### src/rtl/arb_pkg.sv
// Shared types and width helpers for the round-robin burst arbiter.
package arb_pkg;

   typedef enum logic {
      IDLE = 1'b0,
      HOLD = 1'b1
   } arb_state_t;

   // Index width that never collapses to zero, so two channels still get a 1-bit index.
   function automatic int unsigned idx_w(input int unsigned n);
      return (n <= 2) ? 1 : $clog2(n);
   endfunction

   function automatic int unsigned cnt_w(input int unsigned max_burst);
      return (max_burst < 1) ? 1 : $clog2(max_burst + 1);
   endfunction

endpackage

### src/rtl/rr_burst_arbiter_if.sv
// Channel request/urgent/transfer bundle and the grant it produces.
interface rr_burst_arbiter_if
   import arb_pkg::*;
#(
   parameter int unsigned NUM_CH    = 8,
   parameter int unsigned MAX_BURST = 16
) ();
   localparam int unsigned IW = idx_w(NUM_CH);
   localparam int unsigned CW = cnt_w(MAX_BURST);

   logic [NUM_CH-1:0] req;
   logic [NUM_CH-1:0] urgent;
   logic              xfer;
   logic              grant_valid;
   logic [IW-1:0]     grant;
   logic [CW-1:0]     burst_cnt;

   modport master (output req, urgent, xfer, input grant_valid, grant, burst_cnt);
   modport slave  (input req, urgent, xfer, output grant_valid, grant, burst_cnt);
endinterface

### src/rtl/rr_burst_arbiter_rr_pick.sv
// Rotating priority encoder: first set bit of mask strictly after ptr, wrapping, ptr itself last.
module rr_pick
   import arb_pkg::*;
#(
   parameter int unsigned NUM_CH = 8
) (
   input  logic [NUM_CH-1:0]         mask,
   input  logic [idx_w(NUM_CH)-1:0]  ptr,
   output logic [idx_w(NUM_CH)-1:0]  idx,
   output logic                      found
);
   localparam int unsigned IW = idx_w(NUM_CH);
   localparam int unsigned PW = idx_w(2 * NUM_CH);

   logic [NUM_CH-1:0]   upper;
   logic [2*NUM_CH-1:0] dbl;
   logic [PW-1:0]       pos;

   // Low half keeps only bits above ptr; high half is the full mask for the wrapped pass.
   always_comb begin
      upper = '0;
      for (int i = 0; i < int'(NUM_CH); i++) begin
         upper[i] = (i > int'(ptr));
      end
      dbl   = {mask, mask & upper};
      pos   = '0;
      found = 1'b0;
      for (int i = 2 * int'(NUM_CH) - 1; i >= 0; i--) begin
         if (dbl[i]) begin
            pos   = PW'(i);
            found = 1'b1;
         end
      end
      idx = (pos >= PW'(NUM_CH)) ? IW'(pos - PW'(NUM_CH)) : IW'(pos);
   end
endmodule

### src/rtl/rr_burst_arbiter.sv
// Round-robin, urgent-first arbiter granting bounded bursts of the upstream bus to RX FIFOs.
module rr_burst_arbiter
   import arb_pkg::*;
#(
   parameter int unsigned NUM_CH    = 8,
   parameter int unsigned MAX_BURST = 16,
   parameter bit          PREEMPT   = 1'b1
) (
   input  logic               clk,
   input  logic               rst,
   rr_burst_arbiter_if.slave  bus
);
   localparam int unsigned IW = idx_w(NUM_CH);
   localparam int unsigned CW = cnt_w(MAX_BURST);

   arb_state_t        state_q, state_d;
   logic [IW-1:0]     grant_q, grant_d;
   logic [IW-1:0]     last_q, last_d;
   logic [CW-1:0]     cnt_q, cnt_d;

   logic [NUM_CH-1:0] urg_req;
   logic [NUM_CH-1:0] cand;
   logic [NUM_CH-1:0] others_urg;
   logic [IW-1:0]     pick_idx;
   logic              pick_found;
   logic              release_c;

   // Urgent requesters, if any, shadow the plain request set.
   assign urg_req = bus.urgent & bus.req;
   assign cand    = (|urg_req) ? urg_req : bus.req;

   rr_pick #(.NUM_CH(NUM_CH)) u_pick (
      .mask  (cand),
      .ptr   (last_q),
      .idx   (pick_idx),
      .found (pick_found)
   );

   always_comb begin
      others_urg = urg_req & ~(NUM_CH'(1) << grant_q);
      release_c  = !bus.req[grant_q]
                || (bus.xfer && (cnt_q == CW'(MAX_BURST - 1)))
                || (PREEMPT && !bus.urgent[grant_q] && (|others_urg));
   end

   always_ff @(posedge clk) begin
      if (rst) begin
         state_q <= IDLE;
         grant_q <= '0;
         last_q  <= IW'(NUM_CH - 1);
         cnt_q   <= '0;
      end else begin
         state_q <= state_d;
         grant_q <= grant_d;
         last_q  <= last_d;
         cnt_q   <= cnt_d;
      end
   end

   // IDLE always lasts at least one cycle: it is the mux-switch bubble between grants.
   always_comb begin
      state_d = state_q;
      grant_d = grant_q;
      last_d  = last_q;
      cnt_d   = cnt_q;
      unique case (state_q)
         IDLE: begin
            if (pick_found) begin
               state_d = HOLD;
               grant_d = pick_idx;
               last_d  = pick_idx;
               cnt_d   = '0;
            end
         end
         HOLD: begin
            if (bus.xfer) cnt_d = cnt_q + CW'(1);
            if (release_c) state_d = IDLE;
         end
         default: state_d = IDLE;
      endcase
   end

   assign bus.grant_valid = (state_q == HOLD);
   assign bus.grant       = grant_q;
   assign bus.burst_cnt   = cnt_q;
endmodule

### src/flat_wrapper.sv
// flat-port wrapper written by rule: the top's interface ports become plain ports
module rr_burst_arbiter_flat import arb_pkg::*;
#(
   parameter int unsigned NUM_CH    = 8,
   parameter int unsigned MAX_BURST = 16,
   parameter bit          PREEMPT   = 1'b1
)
  (clk, rst, bus_req, bus_urgent, bus_xfer, bus_grant_valid, bus_grant, bus_burst_cnt);
  rr_burst_arbiter_if #(.NUM_CH(NUM_CH), .MAX_BURST(MAX_BURST)) bus_i ();
  input  logic clk;
  input  logic rst;
  input wire logic [$bits(bus_i.req)-1:0] bus_req;
  input wire logic [$bits(bus_i.urgent)-1:0] bus_urgent;
  input wire logic [$bits(bus_i.xfer)-1:0] bus_xfer;
  output wire logic [$bits(bus_i.grant_valid)-1:0] bus_grant_valid;
  output wire logic [$bits(bus_i.grant)-1:0] bus_grant;
  output wire logic [$bits(bus_i.burst_cnt)-1:0] bus_burst_cnt;
  assign bus_i.req = bus_req;
  assign bus_i.urgent = bus_urgent;
  assign bus_i.xfer = bus_xfer;
  assign bus_grant_valid = bus_i.grant_valid;
  assign bus_grant = bus_i.grant;
  assign bus_burst_cnt = bus_i.burst_cnt;
  rr_burst_arbiter #(.NUM_CH(NUM_CH), .MAX_BURST(MAX_BURST), .PREEMPT(PREEMPT)) u_core (.clk(clk), .rst(rst), .bus(bus_i));
endmodule
### config.mk
export PLATFORM = sky130hd
export DESIGN_NAME = rr_burst_arbiter_flat
export DESIGN_NICKNAME = d
export VERILOG_FILES = /design/src/rtl/arb_pkg.sv /design/src/rtl/rr_burst_arbiter_if.sv /design/src/rtl/rr_burst_arbiter_rr_pick.sv /design/src/rtl/rr_burst_arbiter.sv /design/src/flat_wrapper.sv
export SDC_FILE = /design/constraint.sdc
export NUM_CORES = 1
export LEC_CHECK = 0
export CORE_UTILIZATION = 35
export CTS_CLUSTER_DIAMETER = 50
export DETAILED_ROUTE_END_ITERATION = 7
export PLACE_DENSITY = 0.68
export SKIP_LAST_GASP = 1
export SYNTH_ARGS = -nofsm -noshare
export SYNTH_HDL_FRONTEND = slang
export SYNTH_SLANG_ARGS = --single-unit
### constraint.sdc
create_clock -name clk -period 2.5 [get_ports clk]
set_clock_uncertainty 0.2 [all_clocks]
set_input_delay 0.5 -clock clk [delete_from_list [all_inputs] [get_ports clk]]
set_output_delay 0.5 -clock clk [all_outputs]
set_load 0.01 [all_outputs]
# --- Yosys cells after proc, flatten, opt, wreduce, memory -nomap -nowiden ---
# Cells that the tools add are included.
op_classes:
  addsub: 2
  order_cmp: 9
  n_eq_ne: 3
  n_shift: 1
  muxes: 44
  bitwise: 5
  reduce_logical: 10
ops:
  columns: ["op", "count"]
  rows:
  - ["$mux 4", 16]
  - ["$and 8x8->8", 3]
  - ["$mux 1", 20]
  - ["$reduce_or 8->1", 2]
  - ["$gt 3x3->1 const A", 4]
  - ["$mux 5", 2]
  - ["$pmux 5 s2", 1]
  - ["$mux 8", 1]
  - ["$not 8->8", 1]
  - ["$shl 1x3->8 const A", 1]
  - ["$bmux 1 s3", 2]
  - ["$gt 2x3->1 const A", 2]
  - ["$add 5x1->5 const B", 1]
  - ["$eq 5x4->1 const B", 1]
  - ["$ge 4x4->1 const B", 1]
  - ["$lt 3x4->1 const B", 1]
  - ["$reduce_and 2->1", 2]
  - ["$gt 1x3->1 const A", 1]
  - ["$mux 3", 1]
  - ["$sub 3x1->3 const B", 1]
  - ["$logic_and 1x1->1", 2]
  - ["$logic_not 1->1", 2]
  - ["$logic_or 1x1->1", 2]
  - ["$ne 2x1->1 const B", 1]
  - ["3 further kinds", 3]
totals:
  ff_bits: 12
  input_bits: 19
  output_inout_bits: 9
  elab_cells: 78

# --- Logic depth before layout (Yosys ltp) ---
logic_depth:
  word_depth: 21
  ltp_mapped: 9

# --- Modules after synthesis ---
# From an unflattened synthesis, not the netlist that was laid out.
unflattened:
  hier_cells: 147
  area_unflattened_um2: 1077.3
modules_own_cells:
  columns: ["module", "instances", "cells_per_inst", "area_each_um2", "seq_area_each_um2"]
  rows:
  - ["rr_burst_arbiter", 1, 105, 830.8, 240.2]
  - ["rr_pick", 1, 42, 246.5, 0.0]

# --- Least setup slack after synthesis ---
# No wires, ideal clock.
synth_timing:
  path_type: "in2reg"
  startpoint: "in bus_req[4]"
  endpoint: "reg u_core.last_q[0]"
  arrival_time_ps: 1957
  required_ps: 2170
  path_slack_ps: 213
  stages: 8
  path_cell_list: "a22oi_1 > buf_2 > a41oi_2 > o2bb2ai_2 > nor4_2 > a211o_1 > a211oi_1 > a22oi_1"
synth_between:
  elab_chain_len: 21
  word_cells_on_any_way: 40
synth_rtl:
  columns: ["element", "line_no", "rtl"]
  rows:
  - ["start: declaration", "flat_wrapper.sv:12", "input wire logic [$bits(bus_i.req)-1:0] bus_req;"]
  - ["$and 8x8->8", "rr_burst_arbiter.sv:29", "assign urg_req = bus.urgent & bus.req;"]
  - ["$reduce_or 8->1", "rr_burst_arbiter.sv:30", "assign cand = (|urg_req) ? urg_req : bus.req;"]
  - ["$mux 8 *", "rr_burst_arbiter.sv:30", null]
  - ["$mux 4 (16 in series)", "rr_burst_arbiter_rr_pick.sv:29", "if (dbl[i]) begin"]
  - ["$ge 4x4->1 / $sub 3x1->3 (equally long branches)", "rr_burst_arbiter_rr_pick.sv:34", "idx = (pos >= PW'(NUM_CH)) ? IW'(pos - PW'(NUM_CH)) : IW'(pos);"]
  - ["$mux 3", "rr_burst_arbiter_rr_pick.sv:34", null]
  - ["end signal: assignment", "rr_burst_arbiter.sv:50", "last_q <= IW'(NUM_CH - 1);"]
  - ["end signal: assignment", "rr_burst_arbiter.sv:55", "last_q <= last_d;"]
  - ["end: declaration", "rr_burst_arbiter.sv:18", "logic [IW-1:0] last_q, last_d;"]
# Mark *: on every way between the ends. The rest lies on a longest branch, timed or not.
# A chain may end at the register's enable or synchronous reset.

# --- Worst setup path in the final report ---
layout_timing:
  startpoint: "in bus_urgent[4]"
  endpoint: "reg u_core.last_q[0]"
layout_between:
  elab_chain_len: 21
  word_cells_on_any_way: 40
layout_rtl:
  columns: ["element", "line_no", "rtl"]
  rows:
  - ["start: declaration", "flat_wrapper.sv:13", "input wire logic [$bits(bus_i.urgent)-1:0] bus_urgent;"]
  - ["$and 8x8->8 *", "rr_burst_arbiter.sv:29", null]
  - ["$reduce_or 8->1", "rr_burst_arbiter.sv:30", null]
  - ["$mux 8 *", "rr_burst_arbiter.sv:30", null]
  - ["$mux 4 (16 in series)", "rr_burst_arbiter_rr_pick.sv:29", null]
  - ["$ge 4x4->1 / $sub 3x1->3 (equally long branches)", "rr_burst_arbiter_rr_pick.sv:34", null]
  - ["$mux 3", "rr_burst_arbiter_rr_pick.sv:34", null]
# Marks and branches as above.

==> metrics.sh <==
CTS.SINK_COUNT=12
ENDPOINT_KIND='flip-flop'
FINAL_AREA_UM2=1990
SYNTH_TOP_AREA_SHARE_PCT=19.2
CRITPATHMAXFANOUT=4
POSTSYNTHAREAPERCELL_UM2=8.12
SYNTHTOPCELLSBYAREA='sky130_fd_sc_hd__dfxtp_1, sky130_fd_sc_hd__mux4_2, sky130_fd_sc_hd__nor2_1'
DIE_FOOTPRINT_UM2=3820
CRITICAL_PATH.SLOWEST_CELL='sky130_fd_sc_hd__a211o_1'
CTS.HOLD.BUFFERS_ADDED=0
HP-CLASS='reg -> reg'
GRT_PASS1_VIAS=1439
SETUP_TNS_FINAL_NS=0
FINAL.MIN_CLOCK_PERIOD_NS=2.42
MAPPED_NETS=175
INTPOWER_mW=0.488
FLOORPLAN.CORE_AREA_UM2=3390
CTS_ROOT_BUF='sky130_fd_sc_hd__clkbuf_4'
CRITICAL_PATH.REG2REG.STARTPOINT='u_core.bus.grant[1]'
REG2REG_SLACK_NS=0.38
TIMING.RR.END='u_core.bus.grant_valid'
SYNTH.FF_LATCH_COUNT=12
TRACK_USAGE_PCT=24.0
TIMING.CRITICAL_PATH.MAX_DELAY_FAMILY='compound AO/OA/AOI/OAI gates'
SYNTH_TOP_FLOP_CELL='sky130_fd_sc_hd__dfxtp_1'
DIE_H_UM=61.8
YOSYSUNIQUECELLTYPES=52
YS_SEQ_AREA_SHARE_PCT=19.2
DETAILROUTE.VIA_COUNT=1531
SYNTH-SIMPLE-AREA-SHARE_PCT=20.3
SYNTHESIS.INSTANCES=154
TIMING.FINAL.MAX_SLEW_VIOLATIONS=0
NUMBER_OF_DESIGN_RULE_VIOLATIONS_LEFT_AFTER_DETAIL_ROUTING=0
CP_DATA_ARRIVAL_TIME_NS=2.36
MAXIMUM_NUMBER_OF_PINS_ON_ONE_NET_BEFORE_GLOBAL_ROUTE_REPAIR=14
GLOBAL_ROUTE.OVERFLOW_TOTAL=0
FLOORPLAN.INITIALDENSITY_PCT=36.9
WORST_HOLD_PATH.ENDPOINT='u_core.bus.burst_cnt[4]'
POWER.SHARE.CLOCK_PCT=13.9
SYNTHMOSTINSTANTIATEDCELL='sky130_fd_sc_hd__nor2_1'
STD_CELL_ROWS=21
SETUP_VIOL=0
TIMING.CRITICAL_PATH.CELLS='dlygate4sd2_1 > a22oi_2 > buf_6 > a41oi_4 > buf_4 > o2bb2ai_4 > nor4_4 > a211o_1 > a211oi_1 > a22oi_1'
WORST-SETUP-PATH-TYPE='in -> reg'
PWR_DENSITY_CELL_nW_PER_UM2=412
STARTPOINT_OF_THE_MOST_CRITICAL_SETUP_PATH='bus_urgent[4]'
CLOCK.FMAX_MHz=414
SYNTH_AREA_LEADER_CELL='sky130_fd_sc_hd__dfxtp_1'
WORST-R2R-CELL-COUNT=7
HOLD_WS_NS=0.307
COMB_POWER_SHARE_PCT=52.6
SYNTH_XOR_AREA_SHARE_PCT=0
GRT_ANTENNA_BEFORE_REPAIR=0
AREAGROWTHSYNTHTOFINISH_PCT=58.7
SETUP_REPAIR_AFTER_GLOBAL_ROUTING_MISSED_ITS_MARGIN='yes'
HOLD-PATH-CELL-COUNT=2
POST_PLACEMENT_CELL_AREA_UM2=1740
WIRE_PER_INST_UM=17.2
IO-PIN-COUNT=28
TIMING.CRITICAL_PATH.SLOWEST_CELL_DELAY_NS=0.28
POWER_FRAC_SEQ_PCT=33.5
SLEW_HEADROOM_PCT=62.8
CTS_BUFFER_DEPTH=2
CTS_MADE_BUFFERS=3
TIMING.CRITICAL_PATH.BUF_INV=3
SYNTHESIS.AREA_UM2=1250
CTS.HTREE.LEVELS=1
GP_ROUTABILITY_CONGESTION=0.857
SYNTH_COMPOUND_AREA_SHARE_PCT=43.8
TOTAL_SWITCHING_POWER_mW=0.330
GRT_FIRST_PASS_WIRELENGTH_UM=6760
WORST_EP_REQUIRED_TIME_NS=2.44
DRIVE_GT1_SHARE_PCT=34.8
CLKTRANSATPATHREGS_NS=0.07
ANTENNADIODECOUNT=0
WORST_SETUP_PATH_START_KIND='primary input'
TOTAL_LEAKAGE_POWER_nW=0.765
POWER.SWITCHING_FRACTION_PCT=40.3
FINALHOLDVIOLATIONS=0
SYNTH_TOP_FAMILY_BY_AREA='compound AO/OA/AOI/OAI gates'
MIN-DELAY-START='u_core.bus.burst_cnt[4]'
FINAL_MIN_PERIOD_OVER_CLOCK_PERIOD_PCT=96.7
DRT-INITIAL-DRC-COUNT=144
VIA_PER_INST=5.98
FIRSTDRTPASSITERS=4
DRV_CAP=0
ANT_NETS=0
SYNTH_COMMONEST_CELLS='sky130_fd_sc_hd__nor2_1, sky130_fd_sc_hd__nand2_1, sky130_fd_sc_hd__dfxtp_1'
DPL.HPWL_UM=3070
PLACE.PORT_BUFFERS=27
TIGHTESTPINTRANSITION_NS=0.558
WORST_SKEW_PAIR.LATE_LATENCY_NS=0.27
SYNTH-EDFF-COUNT=0
POST_SYNTH_MUX_AREA_SHARE_PCT=7.50
VDD.IR_DROP.WORST_V=0.000309
YOSYS_WARNINGS=0
ROUTED_WL_UM=4400
CTS_TREE='built'
SYNTH-ADDER-AREA-SHARE_PCT=2.00
FINAL_NETS=233
SYNTH-ASYNC-RESET-RATIO_PCT=0
DIE_WIDTH_UM=61.8
RUN_STATUS='finished clean'
## final cells by class
type	instances	area [µm²]
timing repair buffer	62	538
inverter	10	37.5
fill	291	1400
clock buffer	3	22.5
tap	46	57.6
multi-input combinational	123	1090
sequential	12	240
## metal layers
layer / GRT usage [%] / up-vias / wire [µm] / share of wire, %
met4: 4.13 / 0 / 42 / 0.96
met1: 32.2 / 732 / 1970 / 45
met3: 3.73 / 9 / 221 / 5.0
li1: - / 731 / - / -
met2: 41.2 / 59 / 2160 / 49
met5: 0 / - / 0 / 0
## flip-flops by register name, summed over array words and instances (netlist names)
name	flops
u_core.bus.grant	3
u_core.last_q	3
u_core.bus.burst_cnt	5
u_core.bus.grant_valid	1
## repair_timing
item | CTS | global route
setup buffers | 1 | 3
gates cloned | 3 | 0
endpoints found under the setup margin | 12 | 6
gates resized for setup | 39 | 6
pin swaps | 11 | 9
## cell usage in the layout (no fill, tap or decap), types with 2 or more instances in the layout
cell                              count
sky130_fd_sc_hd__a211oi_1             2
sky130_fd_sc_hd__o21ai_0              2
sky130_fd_sc_hd__a22oi_2              3
sky130_fd_sc_hd__a22oi_1              3
sky130_fd_sc_hd__nand3b_1             3
sky130_fd_sc_hd__a41oi_2              3
sky130_fd_sc_hd__nand2_1             14
sky130_fd_sc_hd__inv_1               10
sky130_fd_sc_hd__o211ai_1             2
sky130_fd_sc_hd__a21oi_2              3
sky130_fd_sc_hd__o21ai_1              5
sky130_fd_sc_hd__nor3_1               3
sky130_fd_sc_hd__a211oi_2             2
sky130_fd_sc_hd__clkbuf_4             3
sky130_fd_sc_hd__a31oi_1              2
sky130_fd_sc_hd__dfxtp_1             12
sky130_fd_sc_hd__buf_4               29
sky130_fd_sc_hd__nor2_1              15
sky130_fd_sc_hd__buf_6                4
sky130_fd_sc_hd__ha_1                 2
sky130_fd_sc_hd__dlygate4sd2_1       16
sky130_fd_sc_hd__a311oi_1             2
sky130_fd_sc_hd__a211o_1              2
sky130_fd_sc_hd__nand3_1              6
sky130_fd_sc_hd__mux4_2               3
sky130_fd_sc_hd__a21oi_1              9
sky130_fd_sc_hd__a41oi_4              3
sky130_fd_sc_hd__o2bb2ai_4            2
sky130_fd_sc_hd__a41o_1               2
sky130_fd_sc_hd__clkdlybuf4s50_1     11
sky130_fd_sc_hd__a22oi_4              2
## worst max path at each step
stage	to	slack, ns	cells after the start
after floorplan	u_core.last_q[0]	0.21	8
after global placement	u_core.bus.grant[1]	-0.44	8
after detailed placement	u_core.bus.burst_cnt[0]	-0.50	11
after CTS	u_core.bus.grant[1]	0.07	9
after global routing	u_core.bus.grant[1]	-0.02	9
final	u_core.last_q[0]	0.08	10
## worst register-to-register path: cells and delay by family, from the launching register on
family | cells | cell delay, ns
flip-flops | 1 | 0.56
AO/OA/AOI/OAI | 5 | 0.94
AND/OR/NAND/NOR | 2 | 0.33
## kinds of logic (layout without fill, tap and decap cells)
| logic type | count (synthesis) | after routing |
|---|---|---|
| AO/OA/AOI/OAI | 64 | 65 |
| buffers and inverters | 20 | 75 |
| adder cells (fa/ha/maj) | 2 | 2 |
| flip-flops | 12 | 12 |
| multiplexers | 4 | 4 |
| AND/OR/NAND/NOR | 52 | 52 |
## power groups by stage
stage	combinational [mW]	clock (mW)	sequential (mW)
after floorplan	0.247	0	0.238
after global placement	0.353	0	0.271
after detailed placement	0.362	0	0.275
after CTS	0.401	0.115	0.272
after global routing	0.464	0.122	0.279
final	0.430	0.114	0.274
## metrics by stage
stage / setup WS [ns] / total power [mW] / cells / util, %
after global placement: -0.444 / 0.624 / 246 / 51.5
after CTS: 0.0669 / 0.788 / 253 / 57.1
after global routing: -0.0177 / 0.866 / 256 / 58.6
after floorplan: 0.213 / 0.484 / 154 / -
after detailed placement: -0.496 / 0.637 / 246 / 51.5
final: 0.0829 / 0.818 / 256 / 58.6
(Power assumes the default switching activity.)
